==> src/rtl/mips_pkg.sv <==
// Shared MIPS ID-stage definitions: opcodes, ALU operation codes and the packed control word.
package mips_pkg;

  localparam logic [5:0] OP_RTYPE = 6'h00;
  localparam logic [5:0] OP_J     = 6'h02;
  localparam logic [5:0] OP_BEQ   = 6'h04;
  localparam logic [5:0] OP_BNE   = 6'h05;
  localparam logic [5:0] OP_ADDI  = 6'h08;
  localparam logic [5:0] OP_SLTI  = 6'h0A;
  localparam logic [5:0] OP_ANDI  = 6'h0C;
  localparam logic [5:0] OP_ORI   = 6'h0D;
  localparam logic [5:0] OP_LW    = 6'h23;
  localparam logic [5:0] OP_SW    = 6'h2B;

  localparam logic [3:0] ALU_ADD   = 4'd0;
  localparam logic [3:0] ALU_SUB   = 4'd1;
  localparam logic [3:0] ALU_AND   = 4'd2;
  localparam logic [3:0] ALU_OR    = 4'd3;
  localparam logic [3:0] ALU_SLT   = 4'd4;
  localparam logic [3:0] ALU_FUNCT = 4'd5;

  typedef struct packed {
    logic       reg_write;
    logic       mem_read;
    logic       mem_write;
    logic       mem_to_reg;
    logic       alu_src;
    logic       reg_dst;
    logic [3:0] alu_op;
  } ctrl_t;

  function automatic ctrl_t decode_ctrl(input logic [5:0] opcode);
    ctrl_t c;
    c = '0;
    case (opcode)
      OP_RTYPE: begin c.reg_write = 1'b1; c.reg_dst = 1'b1; c.alu_op = ALU_FUNCT; end
      OP_LW: begin
        c.reg_write = 1'b1; c.mem_read = 1'b1; c.mem_to_reg = 1'b1;
        c.alu_src = 1'b1; c.alu_op = ALU_ADD;
      end
      OP_SW:   begin c.mem_write = 1'b1; c.alu_src = 1'b1; c.alu_op = ALU_ADD; end
      OP_ADDI: begin c.reg_write = 1'b1; c.alu_src = 1'b1; c.alu_op = ALU_ADD; end
      OP_SLTI: begin c.reg_write = 1'b1; c.alu_src = 1'b1; c.alu_op = ALU_SLT; end
      OP_ANDI: begin c.reg_write = 1'b1; c.alu_src = 1'b1; c.alu_op = ALU_AND; end
      OP_ORI:  begin c.reg_write = 1'b1; c.alu_src = 1'b1; c.alu_op = ALU_OR; end
      default: c = '0;
    endcase
    return c;
  endfunction

  // Destination w conflicts with source a or b; $0 never conflicts.
  function automatic logic reg_match(input logic [4:0] w, input logic [4:0] a,
                                     input logic [4:0] b);
    return (w != 5'd0) && ((w == a) || (w == b));
  endfunction

endpackage

==> src/rtl/register_file.sv <==
// 32x32 register file, two combinational read ports with write-through bypass, $0 hardwired to zero.
module register_file
  import mips_pkg::*;
(
  input  logic        clk_i,
  input  logic        reset_i,
  input  logic [4:0]  ra1_i,
  input  logic [4:0]  ra2_i,
  input  logic        we_i,
  input  logic [4:0]  wa_i,
  input  logic [31:0] wd_i,
  output logic [31:0] rd1_o,
  output logic [31:0] rd2_o
);

  logic [31:0] mem_q [32];

  always_ff @(posedge clk_i) begin
    if (reset_i) begin
      for (int i = 0; i < 32; i++) mem_q[i] <= 32'h0;
    end else if (we_i && (wa_i != 5'd0)) begin
      mem_q[wa_i] <= wd_i;
    end
  end

  always_comb begin
    rd1_o = mem_q[ra1_i];
    rd2_o = mem_q[ra2_i];
    if (ra1_i == 5'd0) begin
      rd1_o = 32'h0;
    end else if (we_i && (wa_i == ra1_i)) begin
      rd1_o = wd_i;
    end else begin
      rd1_o = mem_q[ra1_i];
    end
    if (ra2_i == 5'd0) begin
      rd2_o = 32'h0;
    end else if (we_i && (wa_i == ra2_i)) begin
      rd2_o = wd_i;
    end else begin
      rd2_o = mem_q[ra2_i];
    end
  end

endmodule

==> src/rtl/instruction_decode_stage.sv <==
// MIPS ID stage: IF/ID register, decode, early branch/jump resolution, hazard detection, ID/EX register.
// Optional macro ID_PERF_COUNTERS_EN adds saturating stall/flush counters.
module instruction_decode_stage
  import mips_pkg::*;
#(
  parameter logic [31:0] RESET_PC4 = 32'h0000_0000
) (
  input  logic        clk,
  input  logic        reset,
  input  logic [31:0] instructionInput,
  input  logic [31:0] pc4Input,
  input  logic        regWriteInput,
  input  logic [4:0]  writeRegInput,
  input  logic [31:0] writeDataInput,
  input  logic        exRegWriteInput,
  input  logic        exMemReadInput,
  input  logic [4:0]  exWriteRegInput,
  input  logic        memMemReadInput,
  input  logic [4:0]  memWriteRegInput,
  output logic        hazardOutput,
  output logic        branchTakenOutput,
  output logic [31:0] pcBranchOutput,
  output logic        jumpOutput,
  output logic [31:0] pcJumpOutput,
  output logic [9:0]  ctrlOutput,
  output logic [31:0] readData1Output,
  output logic [31:0] readData2Output,
  output logic [31:0] immediateOutput,
  output logic [4:0]  rsOutput,
  output logic [4:0]  rtOutput,
  output logic [4:0]  rdOutput
`ifdef ID_PERF_COUNTERS_EN
  ,
  output logic [31:0] stallCountOutput,
  output logic [31:0] flushCountOutput
`endif
);

  logic [31:0] instr_q, instr_d, pc4_q, pc4_d;
  logic [5:0]  opcode;
  logic [4:0]  rs, rt, rd;
  logic [31:0] rd1, rd2, imm_ext;
  logic        is_branch, load_use, branch_hz, hazard, br_taken, jump;
  ctrl_t       ctrl_dec;

  ctrl_t       ctrl_q;
  logic [31:0] rd1_q, rd2_q, imm_q;
  logic [4:0]  rs_q, rt_q, rd_q;

  assign opcode = instr_q[31:26];
  assign rs     = instr_q[25:21];
  assign rt     = instr_q[20:16];
  assign rd     = instr_q[15:11];

  register_file u_register_file (
    .clk_i   (clk),
    .reset_i (reset),
    .ra1_i   (rs),
    .ra2_i   (rt),
    .we_i    (regWriteInput),
    .wa_i    (writeRegInput),
    .wd_i    (writeDataInput),
    .rd1_o   (rd1),
    .rd2_o   (rd2)
  );

  assign ctrl_dec  = decode_ctrl(opcode);
  assign is_branch = (opcode == OP_BEQ) || (opcode == OP_BNE);
  assign load_use  = exMemReadInput && reg_match(exWriteRegInput, rs, rt);
  assign branch_hz = is_branch &&
                     ((exRegWriteInput && reg_match(exWriteRegInput, rs, rt)) ||
                      (memMemReadInput && reg_match(memWriteRegInput, rs, rt)));
  assign hazard    = load_use || branch_hz;
  // A stalled branch/jump must not redirect; it resolves once the hazard clears.
  assign br_taken  = !hazard && (((opcode == OP_BEQ) && (rd1 == rd2)) ||
                                 ((opcode == OP_BNE) && (rd1 != rd2)));
  assign jump      = !hazard && (opcode == OP_J);

  always_comb begin
    imm_ext = {{16{instr_q[15]}}, instr_q[15:0]};
    if ((opcode == OP_ANDI) || (opcode == OP_ORI)) begin
      imm_ext = {16'h0000, instr_q[15:0]};
    end else begin
      imm_ext = {{16{instr_q[15]}}, instr_q[15:0]};
    end
  end

  assign hazardOutput      = hazard;
  assign branchTakenOutput = br_taken;
  assign jumpOutput        = jump;
  assign pcBranchOutput    = pc4_q + {imm_ext[29:0], 2'b00};
  assign pcJumpOutput      = {pc4_q[31:28], instr_q[25:0], 2'b00};

  // IF/ID next state: hold on hazard, squash the fetched slot on redirect.
  always_comb begin
    instr_d = instr_q;
    pc4_d   = pc4_q;
    if (hazard) begin
      instr_d = instr_q;
      pc4_d   = pc4_q;
    end else if (br_taken || jump) begin
      instr_d = 32'h0000_0000;
      pc4_d   = pc4Input;
    end else begin
      instr_d = instructionInput;
      pc4_d   = pc4Input;
    end
  end

  always_ff @(posedge clk) begin
    if (reset) begin
      instr_q <= 32'h0000_0000;
      pc4_q   <= RESET_PC4;
    end else begin
      instr_q <= instr_d;
      pc4_q   <= pc4_d;
    end
  end

  always_ff @(posedge clk) begin
    if (reset || hazard) begin
      ctrl_q <= '0;
      rd1_q  <= 32'h0;
      rd2_q  <= 32'h0;
      imm_q  <= 32'h0;
      rs_q   <= 5'd0;
      rt_q   <= 5'd0;
      rd_q   <= 5'd0;
    end else begin
      ctrl_q <= ctrl_dec;
      rd1_q  <= rd1;
      rd2_q  <= rd2;
      imm_q  <= imm_ext;
      rs_q   <= rs;
      rt_q   <= rt;
      rd_q   <= rd;
    end
  end

  assign ctrlOutput      = ctrl_q;
  assign readData1Output = rd1_q;
  assign readData2Output = rd2_q;
  assign immediateOutput = imm_q;
  assign rsOutput        = rs_q;
  assign rtOutput        = rt_q;
  assign rdOutput        = rd_q;

`ifdef ID_PERF_COUNTERS_EN
  logic [31:0] stall_cnt_q, flush_cnt_q;

  always_ff @(posedge clk) begin
    if (reset) begin
      stall_cnt_q <= 32'h0;
      flush_cnt_q <= 32'h0;
    end else begin
      if (hazard && (stall_cnt_q != 32'hFFFF_FFFF)) stall_cnt_q <= stall_cnt_q + 32'd1;
      if ((br_taken || jump) && (flush_cnt_q != 32'hFFFF_FFFF)) flush_cnt_q <= flush_cnt_q + 32'd1;
    end
  end

  assign stallCountOutput = stall_cnt_q;
  assign flushCountOutput = flush_cnt_q;
`endif

endmodule

==> config.mk <==
export PLATFORM = sky130hd
export DESIGN_NAME = instruction_decode_stage
export DESIGN_NICKNAME = d
export VERILOG_FILES = /design/src/rtl/mips_pkg.sv /design/src/rtl/register_file.sv /design/src/rtl/instruction_decode_stage.sv
export SDC_FILE = /design/constraint.sdc
export NUM_CORES = 2
export LEC_CHECK = 0
export CAP_MARGIN = 30
export CORE_MARGIN = 8
export CORE_UTILIZATION = 60
export DETAILED_ROUTE_END_ITERATION = 12
export PLACE_DENSITY = 0.79
export REMOVE_ABC_BUFFERS = 1
export SYNTH_ARGS = -nofsm -noshare
export SYNTH_HDL_FRONTEND = slang
export SYNTH_SLANG_ARGS = --single-unit
==> constraint.sdc <==
create_clock -name clk -period 5.2 [get_ports clk]
set_clock_uncertainty 0.05 [all_clocks]
set_input_delay 1.04 -clock clk [delete_from_list [all_inputs] [get_ports clk]]
set_output_delay 1.04 -clock clk [all_outputs]
set_load 0.1 [all_outputs]
==> flow_summary.ini <==
[status]
status = finished, violations left
violations = negative setup slack

[die]
io_pins = 305
fp.dieW_um = 343.9
core-area_um2 = 106900
start_util_pct = 60.33
rows = 120
fp.dieArea_um2 = 118200
die_h_um = 343.9

[timing]
worstMarginPinSlew_ns = 1.056
post-route-period-util_pct = 117.2
slew_viol_final = 0
slew_headroom_pct = 29.40
hold_viol = 0
min_period_ns = 6.095
setup_violations = 4
setup_ws_ns = -0.8954
rsz0062_at_grt = yes
hold_ws_ns = 0.4485
fmax_ghz = 0.1641

[global_routing]
grt_pass1_vias = 48910
grt_max_degree = 100
grt_use_total_pct = 42.61
grt_pass1_wl_um = 355500
grt_overflow = 0
antenna_found_initial = 19

[setup_path]
critical_path_class = reg2out
path_cells = buf_12, buf_16, mux4_2, a22oi_1, a21oi_2, nor2_2, a21o_1, a41oi_2, a2111oi_4, o2111ai_2, nor4b_4, and3_4, xnor2_1, nor3_1, buf_4, buf_12
critPathArrivalTime_ns = 5.01
endpoint_kind = output port
ff2ff_path_depth = 19
cpPeakStageDelay_ns = 0.56
critPathMaxFanout = 22
reg2reg_slack_ns = 0.53
worst_path_max_delay_cell = mux4_2
cp.required_ns = 4.11
cp-start-kind = flip-flop
critical-path-top-delay-family = compound AO/OA/AOI/OAI gates
path_buf_inv = 4
crit_path_frequent_cell = buf_12

[place]
place.gp.congestion = 1.005
numPortBuffers = 301
place_hpwl_um = 165700

[route]
first_pass_iters = 8
routed_via_density = 7.171
drtIter0Drc = 8665
ant_nets = 0
wl_um = 258100
drc = 0
avgRoutedWirePerCell_um = 36.85
routed-via-count = 50230

[logic_synthesis]
seq_area_frac_synth_pct = 53.08
async_flop_share_pct = 0
synth.avg_cell_area_um2 = 13.23
synth.top_cells.by_area = edfxtp_1 (48%), mux4_2 (14%), and2_1 (9.8%), dfxtp_1 (5.4%), mux2i_1 (4.7%)
yosys_warnings = 0
syn-cell-area_um2 = 64490
synth_area_leader_cell = edfxtp_1
netlist_instances = 4874
netlist.area_leader.share_pct = 47.68
synth_flop_cell = edfxtp_1
synth_edf_count = 1024
ys_ff_latch = 1198
ys_types = 94

[final_layout]
fin_nets = 5627
multi_input_area_um2 = 28120
synthToLayoutAreaGrowth_pct = 21.36
drive_gt1_share_pct = 27.02
utilization_pct = 73.22
fillCellCount = 6799
seq_area_um2 = 34270

[clock_network]
numCtsBuffers = 133
cts.clk_slew.worst_paths_ns = 0.06
cts_sinks = 1198
holdBufCountCts = 0
cts_buffer_depth = 3
root_buffer = clkbuf_16
cts-htree-levels = 4
clkLatencyLatePin_ns = 0.79
cts_tree = built

[worst_hold_path]
hold_end = pc4_q[16]$_SDFFE_PP0N_
min_from = pc4_q[16]$_SDFFE_PP0N_
hold_path_depth = 2
hold_class = reg2reg

[pwr]
leakage_nw = 28.49
p_per_area_nw_per_um2 = 356.5
ir_drop_uv = 398.3
finalPower_mw = 27.91

[run]
drv_cap = 0
==> synthesized netlist by cell type, drive strengths merged (5+ instances only) <==
cell type	number
o22ai	20
nand2b	23
nand4	48
a32oi	6
a21o	13
or2	38
and2	1013
o211ai	55
nor4	7
xnor2	58
edfxtp	1024
mux2	20
and3	14
nand3b	5
buf	215
a311oi	5
a31oi	17
inv	23
a221o	23
o31ai	8
nor2b	32
dfxtp	174
mux4	406
a22oi	79
nor2	206
ha	29
xor2	20
a2111oi	14
or3	9
nand3	38
or3b	6
o221ai	6
a221oi	58
o21bai	8
a211o	7
nand2	174
o21ai	82
clkbuf	318
mux2i	302
o311ai	8
a211oi	20
nor3	74
a22o	8
a21oi	95
==> per-layer routing <==
metal | GRT usage, % | wire length, um | vias to the layer above | share of wire (%)
met2 | 62.70 | 111700 | 4957 | 43
met4 | 31.00 | 23600 | 0 | 9.1
met5 | 0 | 0 | - | 0
li1 | - | - | 19490 | -
met1 | 52.85 | 84650 | 24530 | 33
met3 | 13.96 | 38080 | 1249 | 15
==> state kept, by name (all words and copies together), names as in the netlist, named ones only <==
| register | flops |
|---|---|
| immediateOutput | 18 |
| u_register_file.mem_q | 1024 |
| readData2Output | 32 |
| rsOutput | 5 |
| rtOutput | 5 |
| readData1Output | 32 |
| ctrlOutput | 8 |
| pc4_q | 32 |
| instr_q | 32 |
==> metrics by stage <==
stage / setup TNS [ns] / cells / area [um^2] / setup WS, ns
floorplan: -1058.33 / 4375 / 61860 / -12.76
global placement: -8.158 / 6692 / 72590 / -1.026
detailed placement: -9.148 / 6702 / 72850 / -1.004
CTS: -1.433 / 6985 / 77980 / -0.8034
global route: -1.969 / 6993 / 78240 / -0.9755
finish: -1.300 / 7004 / 78270 / -0.8954
==> power by group <==
group	internal [mW]	leakage [nW]	switching (mW)
combinational	2.65	15.2	4.37
clock	5.47	2.09	4.05
sequential	11.0	11.2	0.361
==> worst max path at each step <==
stage / from / end / slack, ns / cells past startpoint
after floorplan: flip-flop / branchTakenOutput / -12.76 / 12
after global placement: writeRegInput[0] / branchTakenOutput / -1.03 / 16
after detailed placement: writeRegInput[0] / branchTakenOutput / -1.00 / 16
after CTS: flip-flop / branchTakenOutput / -0.80 / 18
after global routing: flip-flop / branchTakenOutput / -0.98 / 16
final: flip-flop / branchTakenOutput / -0.90 / 16
==> placed cells by master, fill, tap and decap left out, types with 49 or more instances in the layout <==
master and count:
a21oi_1 88, a221oi_1 49, a22oi_1 76, and2_1 1012, buf_12 93, buf_4 569
clkbuf_16 140, clkdlybuf4s50_1 273, dfxtp_1 160, edfxtp_1 1024, mux2i_1 302, mux4_2 406
nand2_1 171, nor2_1 169, nor3_1 73, o21ai_0 65, xnor2_1 55
==> layout make-up <==
| type | count | area share, % |
|---|---|---|
| multi-input cells | 3150 | 35.93 |
| clock inverters | 67 | 0.8281 |
| well taps | 1403 | 2.243 |
| inverters | 27 | 0.1295 |
| flip-flops and latches | 1198 | 43.78 |
| clock buffers | 176 | 4.671 |
| diodes | 13 | 0.04156 |
| repair buffers | 970 | 12.37 |
==> worst reg2reg max path: stages, from the launching register on <==
cell       delay [ns]
dfxtp_4          0.48
buf_12           0.17
buf_16           0.20
mux4_2           0.61
a22oi_1          0.30
a21oi_2          0.14
nor2_2           0.20
a21o_1           0.21
a41oi_2          0.17
a2111oi_4        0.36
o2111ai_2        0.22
nor4b_4          0.35
buf_4            0.16
buf_4            0.09
a31oi_1          0.07
buf_4            0.19
o21ai_4          0.14
buf_12           0.14
buf_4            0.18
o211ai_2         0.12
==> kinds of logic after synthesis <==
kind of cell               share of synthesized area [%]
AOI/OAI and AO/OA                                  6.699
xor gates and xnor gates                           1.059
adders and majority gates                         0.5936
buffers and inverters                              4.441
DFF                                                53.08
muxes                                              19.21
other                                           0.005814
and+or+nand+nor                                    14.91
==> timing repair <==
action | CTS | global route
gates resized for setup | 76 | 35
cloned | 4 | 1
pin swaps | 23 | 18
setup endpoints to repair | 9 | 6
setup buffers | 36 | 6
Power figures use the tool's default switching activity.
